File: src/rtl/image_proc_pkg.sv
// rtl/image_proc_pkg.sv - shared types and constants for the image_proc front end
//
// Purpose : sequencer state encoding, error-bit positions and the default
//           frame geometry shared by image_proc_ctrl and image_proc.
package image_proc_pkg;

   typedef enum logic [1:0] {
      IDLE  = 2'd0,
      PRIME = 2'd1,
      RUN   = 2'd2,
      FLUSH = 2'd3
   } ctrl_state_e;

   // oERR bit positions
   localparam int ERR_SHORT_ROW = 0;
   localparam int ERR_TOO_MANY  = 1;
   localparam int ERR_DROPPED   = 2;

   // default frame geometry and pipeline depths
   localparam int IMG_W       = 640;
   localparam int IMG_H       = 480;
   localparam int IMG_KROWS   = 2;
   localparam int IMG_FLUSH   = 8;

endpackage

File: src/rtl/raster_cnt.sv
// rtl/raster_cnt.sv - x/y raster position counters with row wrap and y saturation
//
// Purpose : column counter wraps at W-1 and carries into the row counter;
//           the row counter stops at H so surplus pixels are never counted.
// Ports   : iCLK, iRST     clock, synchronous active-high reset
//           i_clr          restart at (0,0) for a new frame
//           i_adv          one pixel accepted this cycle
//           o_x, o_y       current column / row
//           o_row_wrap     this pixel is the last of a row and advances y
//           o_y_full       y has reached H (no more rows accepted)
module raster_cnt #(
   parameter int W  = 640,
   parameter int H  = 480,
   parameter int XW = $clog2(W),
   parameter int YW = $clog2(H + 1)
) (
   input  logic          iCLK,
   input  logic          iRST,
   input  logic          i_clr,
   input  logic          i_adv,
   output logic [XW-1:0] o_x,
   output logic [YW-1:0] o_y,
   output logic          o_row_wrap,
   output logic          o_y_full
);

   localparam logic [XW-1:0] X_LAST = XW'(W - 1);
   localparam logic [YW-1:0] Y_MAX  = YW'(H);

   logic [XW-1:0] r_x;
   logic [YW-1:0] r_y;
   logic          w_adv;

   assign o_y_full   = (r_y == Y_MAX);
   assign w_adv      = i_adv & ~o_y_full;
   assign o_row_wrap = w_adv & (r_x == X_LAST);
   assign o_x        = r_x;
   assign o_y        = r_y;

   always_ff @(posedge iCLK) begin
      if (iRST || i_clr) begin
         r_x <= '0;
         r_y <= '0;
      end else if (w_adv) begin
         if (o_row_wrap) begin
            r_x <= '0;
            r_y <= r_y + YW'(1);
         end else begin
            r_x <= r_x + XW'(1);
         end
      end
   end

endmodule

File: src/rtl/image_proc_ctrl.sv
// rtl/image_proc_ctrl.sv - frame sequencer in front of the image_proc Sobel datapath
//
// Purpose : tracks raster position from iFVAL/iDVAL, freezes mode/enable at
//           frame start, flags priming rows and border pixels, reports
//           frame start/end, frame count and sticky raster errors.
// Ports   : iCLK, iRST            clock, synchronous active-high reset
//           iFVAL, iDVAL          frame / pixel valid from sensor
//           iMODE_REQ, iCONV_EN_REQ  requested config, sampled at frame start
//           oMODE, oCONV_EN       frame-stable config to image_proc
//           oX, oY                position of the current iDVAL pixel
//           oPRIME                line buffers still priming
//           oBORDER               current pixel lies in the invalid edge band
//           oSOF, oEOF            frame accepted / frame drained pulses
//           oERR                  sticky {dropped, too many rows, short row}
//           oFRAME_CNT            frames completed (wrapping)
module image_proc_ctrl
   import image_proc_pkg::*;
#(
   parameter int W         = IMG_W,
   parameter int H         = IMG_H,
   parameter int KROWS     = IMG_KROWS,
   parameter int FLUSH_CYC = IMG_FLUSH
) (
   input  logic                   iCLK,
   input  logic                   iRST,
   input  logic                   iFVAL,
   input  logic                   iDVAL,
   input  logic                   iMODE_REQ,
   input  logic                   iCONV_EN_REQ,
   output logic                   oMODE,
   output logic                   oCONV_EN,
   output logic [$clog2(W)-1:0]   oX,
   output logic [$clog2(H+1)-1:0] oY,
   output logic                   oPRIME,
   output logic                   oBORDER,
   output logic                   oSOF,
   output logic                   oEOF,
   output logic [2:0]             oERR,
   output logic [15:0]            oFRAME_CNT
);

   localparam int XW = $clog2(W);
   localparam int YW = $clog2(H + 1);
   localparam int FW = $clog2(FLUSH_CYC + 1);

   localparam logic [XW-1:0] X_KROWS      = XW'(KROWS);
   localparam logic [YW-1:0] Y_KROWS      = YW'(KROWS);
   localparam logic [YW-1:0] Y_PRIME_LAST = YW'(KROWS - 1);
   localparam logic [FW-1:0] FLUSH_LAST   = FW'(FLUSH_CYC - 1);

   ctrl_state_e   r_state, w_state_nxt;
   logic          r_fval_prev;
   logic          r_armed;
   logic          r_mode, r_conv_en, r_sof, r_eof;
   logic [2:0]    r_err;
   logic [15:0]   r_frame_cnt;
   logic [FW-1:0] r_flush_cnt;

   logic          w_rise, w_fall, w_active, w_adv;
   logic          w_accept, w_go_flush, w_flush_done;
   logic [XW-1:0] w_x;
   logic [YW-1:0] w_y;
   logic          w_row_wrap, w_y_full;

   assign w_rise   = iFVAL & ~r_fval_prev;
   assign w_fall   = ~iFVAL & r_fval_prev;
   assign w_active = (r_state == PRIME) || (r_state == RUN);
   // the falling-edge cycle belongs to FLUSH, so a pixel there is not counted
   assign w_adv    = w_active & iDVAL & ~w_fall;

   raster_cnt #(.W(W), .H(H), .XW(XW), .YW(YW)) u_raster (
      .iCLK       (iCLK),
      .iRST       (iRST),
      .i_clr      (w_accept),
      .i_adv      (w_adv),
      .o_x        (w_x),
      .o_y        (w_y),
      .o_row_wrap (w_row_wrap),
      .o_y_full   (w_y_full)
   );

   always_ff @(posedge iCLK) begin
      if (iRST) r_state <= IDLE;
      else      r_state <= w_state_nxt;
   end

   always_comb begin
      w_state_nxt  = r_state;
      w_accept     = 1'b0;
      w_go_flush   = 1'b0;
      w_flush_done = 1'b0;
      case (r_state)
         IDLE: begin
            if (w_rise && r_armed) begin
               w_state_nxt = PRIME;
               w_accept    = 1'b1;
            end
         end
         PRIME, RUN: begin
            if (w_fall) begin
               w_state_nxt = FLUSH;
               w_go_flush  = 1'b1;
            end else if ((r_state == PRIME) && w_row_wrap && (w_y == Y_PRIME_LAST)) begin
               w_state_nxt = RUN;
            end
         end
         FLUSH: begin
            if (r_flush_cnt == FLUSH_LAST) begin
               w_state_nxt  = IDLE;
               w_flush_done = 1'b1;
            end
         end
         default: w_state_nxt = IDLE;
      endcase
   end

   // r_armed stays low after reset until iFVAL has been seen low, so a frame
   // already in flight when reset released is never picked up half-way.
   always_ff @(posedge iCLK) begin
      if (iRST) begin
         r_fval_prev <= 1'b0;
         r_armed     <= 1'b0;
         r_mode      <= 1'b0;
         r_conv_en   <= 1'b0;
         r_sof       <= 1'b0;
         r_eof       <= 1'b0;
         r_err       <= '0;
         r_frame_cnt <= '0;
         r_flush_cnt <= '0;
      end else begin
         r_fval_prev <= iFVAL;
         if (!iFVAL) r_armed <= 1'b1;
         r_sof <= w_accept;
         r_eof <= w_flush_done;
         if (w_accept) begin
            r_mode    <= iMODE_REQ;
            r_conv_en <= iCONV_EN_REQ;
            r_err     <= '0;
         end
         if (w_go_flush && (w_x != '0)) r_err[ERR_SHORT_ROW] <= 1'b1;
         if (w_adv && w_y_full)         r_err[ERR_TOO_MANY]  <= 1'b1;
         if ((r_state == FLUSH) && w_rise) r_err[ERR_DROPPED] <= 1'b1;
         if (r_state == FLUSH) r_flush_cnt <= r_flush_cnt + FW'(1);
         else                  r_flush_cnt <= '0;
         if (w_flush_done) r_frame_cnt <= r_frame_cnt + 16'd1;
      end
   end

   assign oMODE      = r_mode;
   assign oCONV_EN   = r_conv_en;
   assign oX         = w_x;
   assign oY         = w_y;
   assign oPRIME     = (r_state == PRIME);
   assign oBORDER    = iDVAL & ((w_y < Y_KROWS) | (w_x < X_KROWS));
   assign oSOF       = r_sof;
   assign oEOF       = r_eof;
   assign oERR       = r_err;
   assign oFRAME_CNT = r_frame_cnt;

endmodule

File: config.mk
export PLATFORM = sky130hd
export DESIGN_NAME = image_proc_ctrl
export DESIGN_NICKNAME = d
export VERILOG_FILES = /design/src/rtl/image_proc_pkg.sv /design/src/rtl/raster_cnt.sv /design/src/rtl/image_proc_ctrl.sv
export SDC_FILE = /design/constraint.sdc
export NUM_CORES = 1
export LEC_CHECK = 0
export ABC_CLOCK_PERIOD_IN_PS = 2600
export CAP_MARGIN = 20
export CELL_PAD_IN_SITES_DETAIL_PLACEMENT = 0
export CELL_PAD_IN_SITES_GLOBAL_PLACEMENT = 1
export CORE_UTILIZATION = 38
export DETAILED_ROUTE_END_ITERATION = 6
export PLACE_DENSITY_LB_ADDON = 0.1
export RECOVER_POWER = 100
export SLEW_MARGIN = 20
export SYNTH_ARGS = -nofsm -noshare
export SYNTH_HDL_FRONTEND = slang
export SYNTH_SLANG_ARGS = --single-unit
export TNS_END_PERCENT = 10
File: constraint.sdc
create_clock -name iCLK -period 2.6 [get_ports iCLK]
set_clock_uncertainty 0.1 [all_clocks]
set_input_delay 0.26 -clock iCLK [delete_from_list [all_inputs] [get_ports iCLK]]
set_output_delay 0.26 -clock iCLK [all_outputs]
set_load 0.02 [all_outputs]
Yosys cells after proc, flatten, opt, wreduce, memory -nomap -nowiden
Cells that the tools add are included.
W data, S select, Z words.
{"block": "word_totals", "register_bits": 50, "input_bits": 6, "output_inout_bits": 44}
{"block": "op_classes", "n_addsub": 4, "magnitude_cmp": 2, "n_eq_ne": 10, "n_mux": 16, "n_bitwise": 13, "reduce_logical": 17}
{"op": "$add A16 B1 Y16 const B", "n": 1}
{"op": "$add A10 B1 Y10 const B", "n": 1}
{"op": "$eq A10 B10 Y1 const B", "n": 1}
{"op": "$lt A10 B2 Y1 const B", "n": 1}
{"op": "$mux W10", "n": 1}
{"op": "$reduce_bool A10 Y1", "n": 1}
{"op": "$add A9 B1 Y9 const B", "n": 1}
{"op": "$eq A9 B1 Y1 const B", "n": 1}
{"op": "$eq A9 B9 Y1 const B", "n": 1}
{"op": "$lt A9 B2 Y1 const B", "n": 1}
{"op": "$mux W1", "n": 9}
{"op": "$mux W2", "n": 4}
{"op": "$and A1 B1 Y1", "n": 7}
{"op": "$logic_and A1 B1 Y1", "n": 6}
{"op": "$pmux W2 S3", "n": 1}
{"op": "$reduce_bool A2 Y1", "n": 3}
{"op": "$not A1 Y1", "n": 5}
{"op": "$add A4 B1 Y4 const B", "n": 1}
{"op": "$eq A2 B2 Y1 const B", "n": 2}
{"op": "$eq A4 B3 Y1 const B", "n": 1}
{"op": "$ne A2 B2 Y1 const B", "n": 2}
{"op": "$reduce_or A2 Y1", "n": 2}
{"op": "$mux W3", "n": 1}
{"op": "$ne A3 B3 Y1 const B", "n": 1}
{"op": "other kinds (6)", "n": 7}

Logic depth before layout (Yosys ltp)
{"block": "logic_depth", "word_depth": 11, "mapped_depth": 8, "depth_no_buf": 7}

By module
Synthesis repeated with hierarchy kept, for this count alone.
{"block": "hier_totals", "cells_unflattened": 275, "area_unflattened_um2": 2443.6}
{"module": "image_proc_ctrl", "instances": 1, "cells_per_inst": 158, "area_per_inst_um2": 1401.3}
{"module": "raster_cnt", "instances": 1, "cells_per_inst": 117, "area_per_inst_um2": 1042.2}

Worst setup path before layout
Ideal clock, no wire load.
{"block": "synth_timing", "path_type": "register to register", "start": "register u_raster.r_y[0] (netlist: u_raster.o_y[0])", "end": "register r_state[0]", "setup_ps": 121, "arrival_ps": 1906, "t_required_ps": 2379, "path_slack_ps": 472, "stages_incl_launch_ff": 8, "synth_period_minus_slack_ps": 2128, "path_cell_list": "dfxtp_1 > inv_1 > ha_1 > and3_1 > and4_4 > nor3_4 > a22o_4 > mux2_4"}
{"block": "synth_between", "elab_chain_len": 8, "elab_cells_between_ends": 9, "classes_between": "3 x eq/ne; 3 x bitwise; 3 x reduce/logical"}
{"item": "start: declaration", "line": "raster_cnt.sv:31", "source": "logic [YW-1:0] r_y;"}
{"item": "start signal: assignment", "line": "raster_cnt.sv:47", "source": "r_y <= r_y + YW'(1);"}
{"item": "$eq A9 B9 Y1", "line": "raster_cnt.sv:34", "source": "assign o_y_full = (r_y == Y_MAX);"}
{"item": "$not A1 Y1", "line": "raster_cnt.sv:35", "source": "assign w_adv = i_adv & ~o_y_full;"}
{"item": "$and A1 B1 Y1", "line": "raster_cnt.sv:35"}
{"item": "$and A1 B1 Y1", "line": "raster_cnt.sv:36", "source": "assign o_row_wrap = w_adv & (r_x == X_LAST);"}
{"item": "$logic_and A1 B1 Y1", "line": "image_proc_ctrl.sv:103", "source": "end else if ((r_state == PRIME) && w_row_wrap && (w_y == Y_PRIME_LAST)) begin"}
{"item": "$logic_and A1 B1 Y1 (*)", "line": "image_proc_ctrl.sv:103"}
{"item": "$ne A3 B3 Y1 (no line) (*)"}
{"item": "$reduce_and A3 Y1 (no line) (*)"}
{"item": "end signal: assignment", "line": "image_proc_ctrl.sv:84", "source": "else r_state <= w_state_nxt;"}
{"item": "end: declaration", "line": "image_proc_ctrl.sv:51", "source": "ctrl_state_e r_state, w_state_nxt;"}
Mark *: on every way between the ends. The rest lies on a longest branch, timed or not.
A chain may end at the register's enable or synchronous reset.

Worst setup path after layout
{"block": "layout_timing", "start": "register u_raster.r_x[7] (netlist: u_raster.o_x[7])", "end": "output oBORDER"}
{"block": "layout_between", "elab_chain_len": 3}
{"item": "start: declaration", "line": "raster_cnt.sv:30", "source": "logic [XW-1:0] r_x;"}
{"item": "start signal: assignment", "line": "raster_cnt.sv:49", "source": "r_x <= r_x + XW'(1);"}
{"item": "$lt A10 B2 Y1", "line": "image_proc_ctrl.sv:154", "source": "assign oBORDER = iDVAL & ((w_y < Y_KROWS) | (w_x < X_KROWS));"}
{"item": "$or A1 B1 Y1", "line": "image_proc_ctrl.sv:154"}
{"item": "$and A1 B1 Y1", "line": "image_proc_ctrl.sv:154"}
{"item": "end: declaration", "line": "image_proc_ctrl.sv:35", "source": "output logic oBORDER,"}
No other way between the ends.

==> metrics <==
worst reg2reg startpoint=u_raster.o_y[0]; Slew HR=44.6%; Hold Startpoint=r_flush_cnt[0]; multiplexer area fraction after synthesis=2.26%; Fmax=about 0.42 GHz; XOR/XNOR share of the synthesized area=9.37%; Setup crit end kind=output port; core box area=~6000 sq um; commonest non-fill, non-tap cells in the layout=50 x dfxtp_1, 45 x dlygate4sd3_1, 36 x nor2_1, 18 x xnor2_1, 17 x nand3_1; sw power=about 0.45 mW; Overflow after GRT=0; CTS root buffer=clkbuf_8; Post-Synth Simple-Gate Area=a little under a third; total negative setup slack=0 ps; drt wl/cell=13.3 um; P_leak=1.22 nW; Comb power frac=16.4%; worst-skew pair later-pin latency=300 ps; Max clock buf depth=2; sequential area share after synthesis=41.2%; Final Hold Fails=0; number of post-CTS setup repair buffers=0; commonest non-fill, non-tap cell in the layout=dfxtp_1; Final Instance Count excl. Fillers=400; fin. max-slew vios=0; Worst Path Arrival=2030 ps; worst-path cell chain=nor2_1 -> nand3_1 -> o21ai_0 -> and2_0 -> clkdlybuf4s50_1; Setup crit start=u_raster.o_x[7]; Tot Pwr=1.77 mW; vias in the first global route=1824; status=finished, final reports clean; switch share=about a quarter; Initial DRC Count=44; pin count of the biggest net entering global routing=21; post-DP HPWL=3.78 mm; die height=82.0 um; clock power share=a little under two fifths; Placed Area=3010 sq um; Initial Util=40.1%; CP top delay family=simple AND/OR/NAND/NOR gates; combinational family with the most area after synthesis=simple AND/OR/NAND/NOR gates; # DRC=0; filler cell count=596; pwr/cell area=567 nW/um^2; max-capacitance violation count=0; Die ar.=6720 sq um; Syn Area/Cell=~9 sq um; Synth Net Count=287; critical path's largest stage delay=approximately 610 ps; Final setup viols=0; Required @ worst endpoint=~2200 ps; GRT Util Overall=16.7%; ANT cells=0; initial antenna violation count=0; critical path's slowest cell=clkdlybuf4s50_1; clock-pin slew of the registers on the worst-case setup and hold paths=90 ps; Bufs and invs on worst path=1; H-tree levels=2; Post-Synth Adder-Cell Area=5.15%; RSZ-0062 raised after global routing=no; largest cells by area after synthesis=dfxtp_1 41%, xnor2_1 6.5%, nor2_1 5.6%, ha_1 5.1%, nand3_1 3.3%; compound-cell area share of the yosys netlist=under 10%; via/cell ratio=between 5 and 6; Synth Register Bits=50; routed vias=2065; Multi-input gate area=1300 sq um; Synth top area share=between 40% and 50%; Hold Crit Class=reg -> reg; TritonRoute pass-1 iters=4; Internal=1.32 mW; Nets=340; Cell Area, Synth=2430 sq um; crit start category=register; CTS tree=built; actual slew at the worst max-slew pin=830 ps; post-route cell area=3110 sq um; area leader, netlist=dfxtp_1; Mapped Cells=~270; Ys Warns=0; layout cells sized above 1=6.46%; CTS sink cnt=50; Seq pwr share=between 40% and 50%; Final Cycle Share=about nine tenths; register area=approximately 1000 sq um; Post-Route WL=5.30 mm; Placer Congestion=between 0.7 and 0.8; CTS Buf Count=5; Setup Crit Path Kind=reg -> out; port bufs=49; Routed Antenna Nets=0; width of the chip=82.0 um; library cells used by synthesis=39; row cnt=28; area grow syn2layout=28.1%; Peak supply drop=0.281 mV; Max Fanout on Critical Path=5; dpl cells=392; Min Hold Slack=360 ps; # IOs=50; global-route wire length before repair=8.56 mm; post-route minimum period=2390 ps
layer usage:
metal | track usage [%] | wire (um) | vias to the layer above
met5 | 0 | 0 | -
met4 | 4.21 | 50 | 0
met3 | 3.33 | 184 | 4
met2 | 28.3 | 2510 | 36
met1 | 21.4 | 2560 | 963
li1 | - | - | 1062
final cells by class:
class,instances,area share [%]
repair buffers,55,17.0
clock buffers,6,2.65
flip-flops and latches,50,32.1
clock inverters,2,1.93
inverters,14,1.69
well taps,75,3.01
multi-input cells,198,41.6
cell usage after synthesis:
cell type / instances
a22o_4: 1
mux2i_1: 4
nor3_2: 1
and4_1: 4
nand2b_1: 3
ha_1: 10
nor3_1: 9
and3_1: 5
nor4b_2: 1
or3_1: 7
xnor2_1: 18
nor3_4: 1
dfxtp_1: 50
nor4_2: 1
inv_1: 14
clkbuf_1: 3
and2_1: 3
nor4_1: 10
nand3_1: 16
a22oi_1: 3
nand3b_1: 2
nor2_1: 36
buf_6: 1
a21oi_1: 11
xor2_1: 8
nand3_2: 1
nand4_2: 1
buf_4: 2
o21a_1: 1
nand4_1: 7
buf_1: 2
buf_2: 1
o21ai_0: 13
nand4_4: 2
nand2_1: 11
mux2_4: 1
and4b_1: 1
and4_4: 3
nor2b_1: 3
worst paths after layout:
path	depth (start not counted)	end	slack, ps
worst max-delay path	5	oBORDER	210
worst min-delay path	1	r_flush_cnt[0]	360
worst max register to register	7	r_state[0]	260
worst min register to register	1	r_flush_cnt[0]	360
sequential cells by signal (all words and copies together) (netlist names):
register,flops
r_state,2
r_armed,1
u_raster.o_y,9
oCONV_EN,1
oFRAME_CNT,16
oSOF,1
u_raster.o_x,10
oMODE,1
r_fval_prev,1
oERR,3
oEOF,1
r_flush_cnt,4
cells by family (layout without fill, tap and decap cells):
logic type      after synthesis  count (layout)
xor+xnor                     26              26
mux                           5               5
compound gates               29              29
flops                        50              50
buf+inv                      23              77
simple gates                128             128
fa+ha+maj                    10              10
per-stage QoR:
stage / worst slack, ps / util, %
6_report: 209 / 51.4
5_1_grt: 64.5 / 51.4
4_1_cts: 111 / 52.0
3_5_place_dp: 333 / 49.7
3_3_place_gp: 363 / 49.7
2_1_floorplan: 472 / -
power by group through the flow:
stage	logic (mW)	registers (mW)	clock network, mW
2_1_floorplan	0.229	0.835	0
3_3_place_gp	0.314	0.829	0
3_5_place_dp	0.317	0.829	0
4_1_cts	0.318	0.811	0.686
5_1_grt	0.329	0.816	0.718
6_report	0.290	0.811	0.665
what timing repair did:
action / in CTS / in global routing
resized for setup: 0 / 2
hold buffers: 0 / 0
endpoints found under the setup margin: 0 / 1
Power figures use the tool's default switching activity.
